--- src/rtl/fpu_pkg.sv ---
// Shared FPU definitions.
// Holds the default destination-tag width and the record stored per
// queued fmul result (word, exception bits, destination tag).
package fpu_pkg;

    localparam int TAG_W_DEFAULT = 6;

    typedef struct packed {
        logic [31:0]              y;
        logic                     ovf;
        logic                     udf;
        logic [TAG_W_DEFAULT-1:0] tag;
    } fmul_res_t;

endpackage

--- src/rtl/wb_ram.sv ---
// Writeback-queue storage: DEPTH entries of fmul_res_t.
// Ports:
//   clk   - clock, write on rising edge
//   we    - write enable
//   waddr - write address
//   wdata - entry to write
//   raddr - read address
//   rdata - entry at raddr (asynchronous read)
// Contents are not reset; the owner tracks which entries are valid.
module wb_ram
    import fpu_pkg::*;
#(
    parameter int DEPTH = 4,
    localparam int PW = (DEPTH > 1) ? $clog2(DEPTH) : 1
) (
    input  logic            clk,
    input  logic            we,
    input  logic [PW-1:0]   waddr,
    input  fmul_res_t       wdata,
    input  logic [PW-1:0]   raddr,
    output fmul_res_t       rdata
);

    fmul_res_t mem [DEPTH];

    always_ff @(posedge clk) begin
        if (we) begin
            mem[waddr] <= wdata;
        end
    end

    // Asynchronous read so a freshly written head is visible one cycle
    // after the push without an extra pipeline stage.
    assign rdata = mem[raddr];

endmodule

--- src/rtl/fmul_wb_queue.sv ---
// Writeback queue between the fmul unit and the register file.
// Buffers fmul results in push order, keeps sticky overflow/underflow
// flags, and supports a full flush.
// Ports:
//   clk, rst                 - clock, synchronous active-high reset
//   in_valid/in_ready        - result handshake from fmul
//   in_y, in_ovf, in_udf     - result word and exception bits
//   in_tag                   - destination register tag
//   out_valid/out_ready      - head handshake to register file
//   out_data, out_tag        - head word and tag
//   out_exc                  - head {ovf,udf}
//   flush                    - drop all queued entries
//   flag_clear               - clear sticky flags
//   flag_ovf, flag_udf       - sticky exception flags
//   count                    - current occupancy
// TAG_W must match the tag width baked into fpu_pkg::fmul_res_t.
module fmul_wb_queue
    import fpu_pkg::*;
#(
    parameter int DEPTH = 4,
    parameter int TAG_W = fpu_pkg::TAG_W_DEFAULT
) (
    input  logic                     clk,
    input  logic                     rst,
    input  logic                     in_valid,
    output logic                     in_ready,
    input  logic [31:0]              in_y,
    input  logic                     in_ovf,
    input  logic                     in_udf,
    input  logic [TAG_W-1:0]         in_tag,
    output logic                     out_valid,
    input  logic                     out_ready,
    output logic [31:0]              out_data,
    output logic [TAG_W-1:0]         out_tag,
    output logic [1:0]               out_exc,
    input  logic                     flush,
    input  logic                     flag_clear,
    output logic                     flag_ovf,
    output logic                     flag_udf,
    output logic [$clog2(DEPTH):0]   count
);

    localparam int PW = (DEPTH > 1) ? $clog2(DEPTH) : 1;
    localparam int CW = $clog2(DEPTH) + 1;
    localparam logic [CW-1:0] DEPTH_C = CW'(DEPTH);

    logic [PW-1:0] wr_ptr_reg, wr_ptr_next;
    logic [PW-1:0] rd_ptr_reg, rd_ptr_next;
    logic [CW-1:0] count_reg, count_next;
    logic          flag_ovf_reg, flag_ovf_next;
    logic          flag_udf_reg, flag_udf_next;

    logic      push;
    logic      pop;
    fmul_res_t wr_entry;
    fmul_res_t rd_entry;

    // in_ready depends only on registered occupancy and flush, never on
    // out_ready, so a full queue cannot accept even when popping.
    assign in_ready  = (count_reg < DEPTH_C) && !flush;
    assign out_valid = (count_reg != '0);

    assign push = in_valid && in_ready;
    // A pop in the flush cycle is irrelevant: the queue empties anyway.
    assign pop  = out_valid && out_ready && !flush;

    always_comb begin
        wr_ptr_next   = wr_ptr_reg;
        rd_ptr_next   = rd_ptr_reg;
        count_next    = count_reg;
        flag_ovf_next = flag_ovf_reg;
        flag_udf_next = flag_udf_reg;

        if (flush) begin
            wr_ptr_next = '0;
            rd_ptr_next = '0;
            count_next  = '0;
        end else begin
            // Pointers wrap naturally since DEPTH is a power of two.
            if (push) wr_ptr_next = wr_ptr_reg + 1'b1;
            if (pop)  rd_ptr_next = rd_ptr_reg + 1'b1;
            case ({push, pop})
                2'b10:   count_next = count_reg + 1'b1;
                2'b01:   count_next = count_reg - 1'b1;
                default: count_next = count_reg;
            endcase
        end

        // Setting from an accepted push wins over a same-cycle clear.
        if (flag_clear) begin
            flag_ovf_next = 1'b0;
            flag_udf_next = 1'b0;
        end
        if (push) begin
            flag_ovf_next = flag_ovf_next | in_ovf;
            flag_udf_next = flag_udf_next | in_udf;
        end
    end

    always_ff @(posedge clk) begin
        if (rst) begin
            wr_ptr_reg   <= '0;
            rd_ptr_reg   <= '0;
            count_reg    <= '0;
            flag_ovf_reg <= 1'b0;
            flag_udf_reg <= 1'b0;
        end else begin
            wr_ptr_reg   <= wr_ptr_next;
            rd_ptr_reg   <= rd_ptr_next;
            count_reg    <= count_next;
            flag_ovf_reg <= flag_ovf_next;
            flag_udf_reg <= flag_udf_next;
        end
    end

    always_comb begin
        wr_entry     = '0;
        wr_entry.y   = in_y;
        wr_entry.ovf = in_ovf;
        wr_entry.udf = in_udf;
        wr_entry.tag = in_tag;
    end

    wb_ram #(
        .DEPTH (DEPTH)
    ) u_ram (
        .clk   (clk),
        .we    (push && !rst),
        .waddr (wr_ptr_reg),
        .wdata (wr_entry),
        .raddr (rd_ptr_reg),
        .rdata (rd_entry)
    );

    assign out_data = rd_entry.y;
    assign out_tag  = rd_entry.tag;
    assign out_exc  = {rd_entry.ovf, rd_entry.udf};
    assign flag_ovf = flag_ovf_reg;
    assign flag_udf = flag_udf_reg;
    assign count    = count_reg;

endmodule

--- config.mk ---
export PLATFORM = sky130hd
export DESIGN_NAME = fmul_wb_queue
export DESIGN_NICKNAME = d
export VERILOG_FILES = /design/src/rtl/fpu_pkg.sv /design/src/rtl/wb_ram.sv /design/src/rtl/fmul_wb_queue.sv
export SDC_FILE = /design/constraint.sdc
export NUM_CORES = 1
export LEC_CHECK = 0
export ABC_AREA = 1
export CORE_MARGIN = 2
export CORE_UTILIZATION = 40
export CTS_CLUSTER_DIAMETER = 150
export DETAILED_ROUTE_END_ITERATION = 8
export PLACE_DENSITY = 0.65
export SYNTH_ARGS = -nofsm -noshare
export SYNTH_HDL_FRONTEND = slang
export SYNTH_HIERARCHICAL = 1
export SYNTH_SLANG_ARGS = --single-unit
export TNS_END_PERCENT = 5
--- constraint.sdc ---
create_clock -name clk -period 10.2 [get_ports clk]
set_clock_uncertainty 0.05 [all_clocks]
set_input_delay 2.04 -clock clk [delete_from_list [all_inputs] [get_ports clk]]
set_output_delay 2.04 -clock clk [all_outputs]
set_load 0.01 [all_outputs]
Word-level counts from Yosys, hierarchy flattened
Memory sizes are Yosys's and may differ from the RTL's. A register that Yosys moved wholly into a read port is not among the register bits.
Cells that the tools add are included.
Storage, ports and cells
  flip-flop bits (word level): 9
  memory bits (writable): 160
  output and inout port bits: 47
  logic and storage cells: 34
  memories: 1
Cells by class
  add/sub/neg operators: 4
  order comparisons: 1
  eq/ne operators: 2
  mux-type cells: 9
  bitwise operators: 2
  reduce and logical (&&, ||, !) cells: 10
Memory list
  u_ram.mem: depth 4, width 40, read ports 1, clocked after memory_dff 1, write ports 1, RTL line wb_ram.sv:24  | fmul_res_t mem [DEPTH];
Operator list (number)
  1-bit 2-to-1 mux: 6
  3-bit case mux with 2 select lines: 1
  1-bit logical AND: 5
  2-bit by 1-bit adder with 2-bit output, second input constant: 2
  2-bit 2-to-1 mux: 2
  3-bit by 1-bit adder with 3-bit output, second input constant: 1
  3-bit less-than comparator, second input constant: 1
  3-bit nonzero test: 1
  3-bit by 1-bit subtractor with 3-bit output, second input constant: 1
  2-bit by 1-bit equality test with 1-bit output, second input constant: 1
  2-bit equality test, second input constant: 1
  1-bit zero test: 2
  1-bit bitwise OR: 2
  2-bit nonzero test: 1
  2-bit OR reduction: 1

Longest topological paths before layout
Gate-level depths: netlist of run 1.
  word-level depth: 6
  mapped depth: 13

Cells and area by module
The synthesis of run 1 kept the hierarchy.
Modules (own cells, without submodules)
  wb_ram: times used 1, cells each 635, area each 6782.8 um^2
  fmul_wb_queue: times used 1, cells each 68, area each 481.7 um^2

Worst setup path before layout of run 1
OpenSTA, ideal clock, no wires.
  path kind: input to register
  start: input flush
  end: memory u_ram/mem[0][0] (netlist name), enable pin
  library setup time: 487 ps
  arrival: 5154 ps
  data required time: 9663 ps
  slack: 4509 ps
  stages: 5
  path through: nor2_4 -> nand3_1 -> inv_2 -> inv_1 -> nor3_1
On the way
  longest elaborated chain between the ends: 6
RTL lines
  start, declared: RTL line fmul_wb_queue.sv:36  | input logic flush,
  1-bit zero test: RTL line fmul_wb_queue.sv:60  | assign in_ready = (count_reg < DEPTH_C) && !flush;
  1-bit logical AND: RTL line fmul_wb_queue.sv:60
  1-bit logical AND: RTL line fmul_wb_queue.sv:63  | assign push = in_valid && in_ready;
  1-bit logical AND: RTL line fmul_wb_queue.sv:128  | .we (push && !rst),
  1-bit 2-to-1 mux: RTL line wb_ram.sv:27  | if (we) begin
  1-bit 2-to-1 mux (implied by the code): RTL line wb_ram.sv:28  | mem[waddr] <= wdata;
  end, declared: RTL line wb_ram.sv:24
Every way passes these cells.

Worst setup path in the final report of run 1
  start: input flush
  end: output in_ready
On the way
  longest elaborated chain between the ends: 2
RTL lines
  1-bit zero test: RTL line fmul_wb_queue.sv:60
  1-bit logical AND: RTL line fmul_wb_queue.sv:60
  end, declared: RTL line fmul_wb_queue.sv:26  | output logic in_ready,
Every way passes these cells.

==> impl_metrics.csv, run 1 <==
group,metric,value,unit
synthesis,synth_nets,751,
global_route,grt_max_degree,83,
timing,post-route-period-util,52.6,%
global_route,grt-ovfl-total,0,
placed_design,dp.cells,1004,
clocking,htreeDepth,4,
setup_path,crit_fanout,5,
timing,worst_slew_pin_slew,0.927,ns
layout,largest_reg_flops,160,
global_route,grtUsageTotal,14.4,%
setup_path,crit_path_frequent_cell,"clkdlybuf4s50_1",
layout,final_cells,1036,
synthesis,syn_avg_cell_area,10.3,µm²
clocking,cts_made_buffers,17,
global_route,grt_pass1_wl,21300,µm
global_route,antenna_found_initial,0,
clocking,cts_setup_buffers,0,
floorplan,die_h,139,µm
worst_hold_path,hold_path.startpoint,"flag_ovf$_SDFF_PP0_",
synthesis,yosysSeqAreaShare,68.6,%
setup_path,criticalPathCategory,"in -> out",
layout,synthToLayoutAreaGrowth,23.1,%
drt,drtPass1Iterations,4,
layout,seq_area,4990,µm²
drt,viasPerCell,4.41,
timing,finalCriticalPeriod,5.36,ns
timing,slew_headroom,38.1,%
global_route,grt_pass1_vias,4352,
drt,drt_iter0_markers,208,
power_and_ir_drop,ir_drop,0.109,mV
power_and_ir_drop,leakage,0.00385,µW
setup_path,critPathCaptureType,"output pin",
clocking,cts-root-buf,"clkbuf_16",
clocking,clk-insertion-delay-late,0.41,ns
power_and_ir_drop,powerDensity,164,nW/µm²
timing,hold_violations,0,
synthesis,syn_inst,703,
drt,wl_per_cell,13.1,µm
setup_path,cp-startpoint,"flush",
floorplan,initial_core_util,40.6,%
timing,rsz0062_at_grt,"false",
worst_hold_path,hp-class,"reg -> reg",
floorplan,num_rows,49,
timing,layout_setup_ws,4.84,ns
floorplan,io_pins,93,
setup_path,r2r-start,"count[2]$_SDFFE_PP0P_",
run,drv_cap,0,
synthesis,yosysTopAreaCell,"edfxtp_1",
placed_design,io_buffers,92,
layout,fillCellCount,1585,
clocking,clk_pin_slew,0.06,ns
clocking,cts.sinks,169,
clocking,cts_hold_buf,0,
drt,num_vias,4565,
timing,slew_violations,0,
drt,drc_errors,0,
synthesis,ys_ff_latch,169,
setup_path,required,8.11,ns
synthesis,yosysWarningCount,6,
layout,drive_gt1_share,6.69,%
clocking,cts_tree,"done",
setup_path,worstPathCellList,"clkdlybuf4s50_1, nor2_4, clkdlybuf4s50_1",
synthesis,synth_area_leaders,"edfxtp_1, nand2_1, inv_1",
layout,diodes,0,
placed_design,gp_congestion,0.718,
synthesis,syn_area,7260,µm²
synthesis,synth_cell_types,24,
setup_path,cp.arrival,3.27,ns
setup_path,critical_path.max_stage_delay,0.56,ns
timing,final-setup-viol-count,0,
drt,ant_nets,0,
layout,multi_input_area,1440,µm²
setup_path,start_kind,"input pin",
drt,wirelength,13500,µm
timing,fmax,0.187,GHz
floorplan,die_area,19300,µm²
floorplan,die_x,139,µm
clocking,cts.path.max_buffers,2,
synthesis,synth_top_area_share,66.1,%
clocking,cts_resized,0,
placed_design,place_ws,4.84,ns
placed_design,dp_hpwl,7230,µm
timing,fin_tns_setup,0,ns
status,status,"completed",
layout,layout.nets,842,
setup_path,cp_slowest_cell,"clkdlybuf4s50_1",
floorplan,core_area,17900,µm²
[metrics by stage]
stage	area (µm²)	utilization (%)	hold WS, ns	total power [µW]
final	8950	50.0	0.417	1470
after global routing	8950	50.0	0.458	1520
after CTS	8950	50.0	0.424	1490
after detailed placement	8360	46.7	0.409	856
after global placement	8360	46.7	0.415	855
after floorplan	7260	-	0.407	812
[final timing paths]
kind	to	slack [ns]	cells after the start
worst max-delay path	in_ready	4.84	3
worst min-delay path	flag_ovf$_SDFF_PP0_	0.42	2
worst max register to register	u_ram/mem[3][19]$_DFFE_PP_	8.29	6
worst min register to register	flag_ovf$_SDFF_PP0_	0.42	2
[cell usage after synthesis (all sizes together)]
library cell / number
nor2: 10
inv: 180
nand3: 87
a21oi: 4
fa: 1
buf: 25
o21ai: 2
nand4: 1
dfxtp: 9
clkbuf: 1
nand2: 218
nor3: 4
edfxtp: 160
ha: 1
[cell usage in the layout, fill, tap and decap left out, drive strengths merged]
cell type and instances:
edfxtp 160, clkinv 6, clkinvlp 4, nor3 4, nand3 87, clkdlybuf4s50 92
ha 1, bufinv 3, inv 180, fa 1, nor2 10, nand2 218
o21ai 2, buf 6, a21oi 4, nand4 1, clkbuf 19, dfxtp 9
[cells by family after synthesis]
| group | Yosys count | share of synthesized area (%) |
|---|---|---|
| adder cells (fa/ha/maj) | 2 | 0.448 |
| AND/OR/NAND/NOR | 320 | 18.6 |
| buffers and inverters | 206 | 11.9 |
| AO/OA/AOI/OAI | 6 | 0.465 |
| flip-flops | 169 | 68.6 |
[power breakdown]
part / switching [µW] / internal, µW / total (µW)
clock network: 245 / 382 / 628
logic: 36.0 / 36.5 / 72.5
registers: 2.08 / 766 / 768
total: 283 / 1180 / 1470
[final cells by class]
| cell class | count | share of cell area (%) |
|---|---|---|
| repair buffers | 98 | 10.8 |
| well taps | 229 | 3.20 |
| clock inverters | 13 | 1.72 |
| inverters | 180 | 7.61 |
| multi-input cells | 328 | 16.1 |
| flip-flops and latches | 169 | 55.8 |
| clock buffers | 19 | 4.84 |
[critical path: cells and delay by family]
family,cells,cell delay [ns]
buf+inv,2,1.06
simple gates,1,0.17
[metal layers]
| metal | routed length [µm] | vias to the layer above | GRT usage, % |
|---|---|---|---|
| met5 | 0 | - | 0 |
| met4 | 155 | 0 | 4.63 |
| met3 | 701 | 9 | 4.35 |
| met2 | 6810 | 89 | 25.3 |
| met1 | 5850 | 2101 | 17.1 |
| li1 | - | 2366 | - |
Power figures use the tool's default switching activity.
==> inputs of run 2 (changes only) <==
--- a/config.mk
+++ b/config.mk
@@ -10,7 +10,7 @@
 export CORE_UTILIZATION = 40
 export CTS_CLUSTER_DIAMETER = 150
 export DETAILED_ROUTE_END_ITERATION = 8
-export PLACE_DENSITY = 0.65
+export PLACE_DENSITY = 0.67
 export SYNTH_ARGS = -nofsm -noshare
 export SYNTH_HDL_FRONTEND = slang
 export SYNTH_HIERARCHICAL = 1
==> constraint.sdc (replaced) <==
create_clock -name clk -period 4.6 [get_ports clk]
set_clock_uncertainty 0.05 [all_clocks]
set_input_delay 0.92 -clock clk [delete_from_list [all_inputs] [get_ports clk]]
set_output_delay 0.92 -clock clk [all_outputs]
set_load 0.01 [all_outputs]
==> run 2 against run 1 <==
Wire length is 1.1% higher. Die area stayed put. Non-clock buffer count stayed put. Total power is 120% higher. Final cell count is 0.19% lower. Sequential power is 120% higher. Worst setup slack worse by 3.6 ns. Flip-flop and latch count stayed put. Critical path depth is 2 higher. Core utilization is 0.26 points lower. Global-route usage is 0.17 points higher. Via count is 0.74% higher. Largest power group unchanged.
==> impl_metrics.csv, run 2 (same netlist as run 1, synthesis figures left out) <==
group,metric,value,unit
setup_path,required,3.63,ns
clocking,cts-root-buf,"clkbuf_16",
floorplan,die_x,139,µm
power_and_ir_drop,ir_drop,0.248,mV
setup_path,critical_path.max_stage_delay,0.65,ns
timing,finalCriticalPeriod,3.39,ns
setup_path,crit_path_frequent_cell,"nand2_1",
layout,diodes,0,
floorplan,initial_core_util,40.6,%
setup_path,crit_fanout,45,
run,drv_cap,0,
layout,layout.nets,842,
drt,drt_iter0_markers,227,
placed_design,dp_hpwl,7470,µm
clocking,clk_pin_slew,0.06,ns
drt,ant_nets,0,
setup_path,criticalPathCategory,"reg -> out",
layout,largest_reg_flops,160,
clocking,cts_made_buffers,17,
clocking,cts.sinks,169,
power_and_ir_drop,powerDensity,357,nW/µm²
setup_path,cp_slowest_cell,"dfxtp_4",
drt,viasPerCell,4.45,
timing,post-route-period-util,73.7,%
layout,final_cell_mix,"nand2_1, inv_1, edfxtp_1, clkdlybuf4s50_1, nand3_1",
power_and_ir_drop,pwr-share-seq,53.7,%
layout,synthToLayoutAreaGrowth,22.5,%
drt,wirelength,13700,µm
power_and_ir_drop,leakage,0.00384,µW
timing,rsz0062_at_grt,"false",
clocking,cts_hold_buf,0,
status,status,"completed",
placed_design,io_buffers,92,
timing,slew_headroom,39.8,%
clocking,cts_tree,"done",
layout,layout_commonest_cell,"nand2_1",
clocking,clk-insertion-delay-late,0.41,ns
placed_design,dp.cells,1004,
floorplan,io_pins,93,
global_route,grt-ovfl-total,0,
drt,drc_errors,0,
floorplan,num_rows,49,
power_and_ir_drop,p_comb_share,5.0,%
drt,drtPass1Iterations,4,
clocking,cts.path.max_buffers,2,
placed_design,gp_congestion,0.736,
timing,fin_tns_setup,0,ns
setup_path,critPathCaptureType,"output pin",
clocking,cts_resized,0,
timing,hold_violations,0,
global_route,antenna_found_initial,0,
timing,slew_violations,0,
floorplan,core_area,17900,µm²
drt,wl_per_cell,13.2,µm
layout,drive_gt1_share,6.21,%
power_and_ir_drop,power.share.clock,41.3,%
timing,final-setup-viol-count,0,
global_route,grt_pass1_wl,21700,µm
floorplan,die_area,19300,µm²
drt,num_vias,4599,
worst_hold_path,hp-class,"reg -> reg",
floorplan,die_h,139,µm
global_route,grtUsageTotal,14.6,%
clocking,htreeDepth,4,
clocking,cts_setup_buffers,0,
timing,worst_slew_pin_slew,0.902,ns
layout,final_cells,1034,
setup_path,cp.arrival,2.42,ns
timing,fmax,0.295,GHz
power_and_ir_drop,intPower,2560,µW
power_and_ir_drop,swShare,19.2,%
power_and_ir_drop,p_switching,611,µW
setup_path,worstPathCellList,"buf_4, nand2_1, nand3_1, nand2_1, clkdlybuf4s50_1",
global_route,grt_pass1_vias,4277,
setup_path,start_kind,"flip-flop",
global_route,grt_max_degree,81,
-- run 2: final cells by class --
| class | count | area [µm²] |
|---|---|---|
| Tap cell | 229 | 287 |
| Sequential cell | 169 | 4990 |
| Clock buffer | 20 | 437 |
| Multi-Input combinational cell | 328 | 1440 |
| Clock inverter | 10 | 104 |
| Timing Repair Buffer | 98 | 966 |
| Fill cell | 1564 | 9000 |
| Inverter | 180 | 681 |
-- run 2: final timing paths --
path / start / end / slack, ns / depth (start not counted)
worst max-delay path: rd_ptr_reg[0]$_SDFFE_PP0P_ / out_data[26] / 1.21 / 5
worst min-delay path: flag_udf$_SDFF_PP0_ / flag_udf$_SDFF_PP0_ / 0.42 / 2
worst max register to register: count[2]$_SDFFE_PP0P_ / u_ram/mem[2][23]$_DFFE_PP_ / 2.68 / 6
worst min register to register: flag_udf$_SDFF_PP0_ / flag_udf$_SDFF_PP0_ / 0.42 / 2
-- run 2: power by group through the flow --
stage / logic [µW] / clock network, µW / registers (µW)
after floorplan: 62.0 / 0 / 1740
after global placement: 159 / 0 / 1740
after detailed placement: 161 / 0 / 1740
after CTS: 162 / 1340 / 1710
after global routing: 176 / 1400 / 1710
final: 159 / 1310 / 1710
-- run 2: stage by stage --
step / setup slack, ns / instance area (µm²) / total power [µW] / hold WS (ns) / utilization (%)
after global placement: 1.49 / 8360 / 1900 / 0.416 / 46.7
after floorplan: 0.0285 / 7260 / 1800 / 0.407 / -
after global routing: 1.03 / 8900 / 3290 / 0.443 / 49.7
after CTS: 1.17 / 8900 / 3210 / 0.424 / 49.7
final: 1.21 / 8900 / 3170 / 0.420 / 49.7
after detailed placement: 1.47 / 8360 / 1900 / 0.412 / 46.7
-- run 2: metal layers --
| metal | part of all wire (%) | vias to the layer above | GRT usage (%) |
|---|---|---|---|
| met4 | 0.96 | 0 | 4.52 |
| li1 | - | 2365 | - |
| met2 | 49 | 104 | 24.2 |
| met3 | 5.2 | 13 | 4.25 |
| met1 | 44 | 2117 | 18.7 |
| met5 | 0 | - | 0 |
-- run 2: worst max-delay path, delay by kind of cell, from the launching register on --
kind          cells  cell delay, ns
simple gates      3            0.31
flops             1            0.65
buf+inv           2            1.01
==> inputs of run 3 (changes only) <==
==> constraint.sdc (replaced) <==
create_clock -name clk -period 3.1 [get_ports clk]
set_clock_uncertainty 0.05 [all_clocks]
set_input_delay 0.62 -clock clk [delete_from_list [all_inputs] [get_ports clk]]
set_output_delay 0.62 -clock clk [all_outputs]
set_load 0.01 [all_outputs]
==> run 3 against run 2 <==
Worst setup slack got worse by 0.99 ns. Core utilization increased by 0.50 points. Total power increased by 52%. Sequential share of layout area decreased by 0.56 points. Hold slack improved by 0.0075 ns. Die area unchanged. Wire length increased by 5.0%. Critical endpoint is now out_data[16].
==> impl_metrics.csv, run 3 (same netlist as run 1, synthesis figures left out) <==
group,metric,value,unit
placed_design,io_buffers,92,
layout,largest_reg_flops,160,
layout,synthToLayoutAreaGrowth,23.8,%
power_and_ir_drop,pwr-share-seq,52.4,%
drt,num_vias,4673,
drt,drtPass1Iterations,4,
clocking,clk_pin_slew,0.06,ns
floorplan,num_rows,49,
clocking,cts-root-buf,"clkbuf_16",
drt,wirelength,14400,µm
power_and_ir_drop,ir_drop,0.388,mV
placed_design,dp_hpwl,8800,µm
timing,rsz0062_at_grt,"false",
global_route,grtUsageTotal,15.4,%
floorplan,io_pins,93,
power_and_ir_drop,swShare,20.8,%
clocking,cts.path.max_buffers,2,
global_route,grt_pass1_wl,22900,µm
floorplan,die_x,139,µm
clocking,cts_setup_buffers,0,
drt,wl_per_cell,13.8,µm
setup_path,cp.arrival,2.22,ns
status,status,"completed",
clocking,cts.sinks,169,
worst_hold_path,hp-class,"reg -> reg",
power_and_ir_drop,p_comb_share,5.0,%
setup_path,critPathCaptureType,"output pin",
floorplan,core_area,17900,µm²
layout,final_core_util,50.2,%
power_and_ir_drop,total_power,4830,µW
setup_path,required,2.43,ns
clocking,cts_made_buffers,17,
timing,post-route-period-util,93.1,%
power_and_ir_drop,power.share.clock,42.6,%
power_and_ir_drop,powerDensity,537,nW/µm²
floorplan,die_h,139,µm
global_route,grt_pass1_vias,4616,
layout,drive_gt1_share,8.11,%
timing,final-setup-viol-count,0,
clocking,cts_resized,0,
timing,hold_violations,0,
drt,viasPerCell,4.48,
setup_path,cp_top_family,"buffers and inverters",
setup_path,cp_slowest_cell,"dfxtp_4",
timing,worst_slew_pin_slew,0.628,ns
drt,drc_errors,0,
clocking,htreeDepth,4,
power_and_ir_drop,intPower,3830,µW
layout,final_cell_mix,"nand2_1, inv_1, edfxtp_1, clkdlybuf4s50_1, nand3_1",
timing,slew_headroom,58.1,%
global_route,grt-ovfl-total,0,
setup_path,criticalPathCategory,"reg -> out",
global_route,grt_max_degree,81,
clocking,cts_hold_buf,0,
setup_path,worstPathCellList,"buf_4, nand2_1, nand3_1, nand2_1, clkdlybuf4s50_1",
timing,fmax,0.347,GHz
timing,finalCriticalPeriod,2.89,ns
floorplan,initial_core_util,40.6,%
setup_path,crit_fanout,35,
setup_path,critical_path.max_stage_delay,0.52,ns
timing,slew_violations,0,
floorplan,die_area,19300,µm²
layout,layout_commonest_cell,"nand2_1",
setup_path,crit_buf_inv,2,
placed_design,gp_congestion,0.726,
setup_path,crit_path_frequent_cell,"nand2_1",
global_route,antenna_found_initial,0,
run,drv_cap,0,
clocking,cts_tree,"done",
layout,diodes,0,
drt,drt_iter0_markers,353,
layout,layout.nets,849,
power_and_ir_drop,leakage,0.00389,µW
clocking,clk-insertion-delay-late,0.43,ns
drt,ant_nets,0,
power_and_ir_drop,p_switching,1000,µW
setup_path,start_kind,"flip-flop",
==> run 3: area by class of cell <==
class	count	area, µm²
fill	1588	8910
clock inverter	15	153
clock buffer	17	425
timing repair buffer	105	1020
multi-input combinational	328	1440
tap	229	287
inverter	180	681
sequential	169	4990
==> run 3: layer usage <==
layer  share of wire [%]  wire [µm]  GRT usage [%]
met1                  44       6370           19.0
met2                  49       6970           25.9
met3                 5.2        748           4.28
met4                 1.9        266           5.74
met5                   0          0              0
==> run 3: metrics by stage <==
stage / instance area (µm²) / setup WS, ns / hold WS [ns] / instances / setup TNS [ns]
final: 8990 / 0.215 / 0.427 / 1043 / 0
after CTS: 8990 / 0.209 / 0.427 / 1043 / 0
after detailed placement: 8410 / 0.512 / 0.411 / 1011 / 0
after floorplan: 7260 / -1.17 / 0.407 / 703 / -187.41
after global placement: 8410 / 0.563 / 0.419 / 1011 / 0
after global routing: 8990 / 0.0777 / 0.437 / 1043 / 0
==> run 3: worst reg2reg max path, delay by kind of cell (launching register included) <==
family        cells  cell delay (ns)
flops             1             0.46
simple gates      9             0.62
fa+ha+maj         2             0.56
buf+inv           2             0.12
==> run 3: power by group through the flow <==
stage	Combinational (µW)	Sequential, µW	Clock [µW]
2_1_floorplan	92.0	2580	0
3_3_place_gp	244	2580	0
3_5_place_dp	247	2580	0
4_1_cts	249	2530	2100
5_1_grt	269	2530	2190
6_report	243	2530	2060
==> run 3: final timing paths <==
kind / startpoint / end / slack (ns) / cells after the start
setup / recovery: rd_ptr_reg[0]$_SDFFE_PP0P_ / out_data[16] / 0.21 / 5
setup reg to reg: count[2]$_SDFFE_PP0P_ / count[2]$_SDFFE_PP0P_ / 1.21 / 13
hold reg to reg: flag_ovf$_SDFF_PP0_ / flag_ovf$_SDFF_PP0_ / 0.43 / 2
hold / removal: flag_ovf$_SDFF_PP0_ / flag_ovf$_SDFF_PP0_ / 0.43 / 2
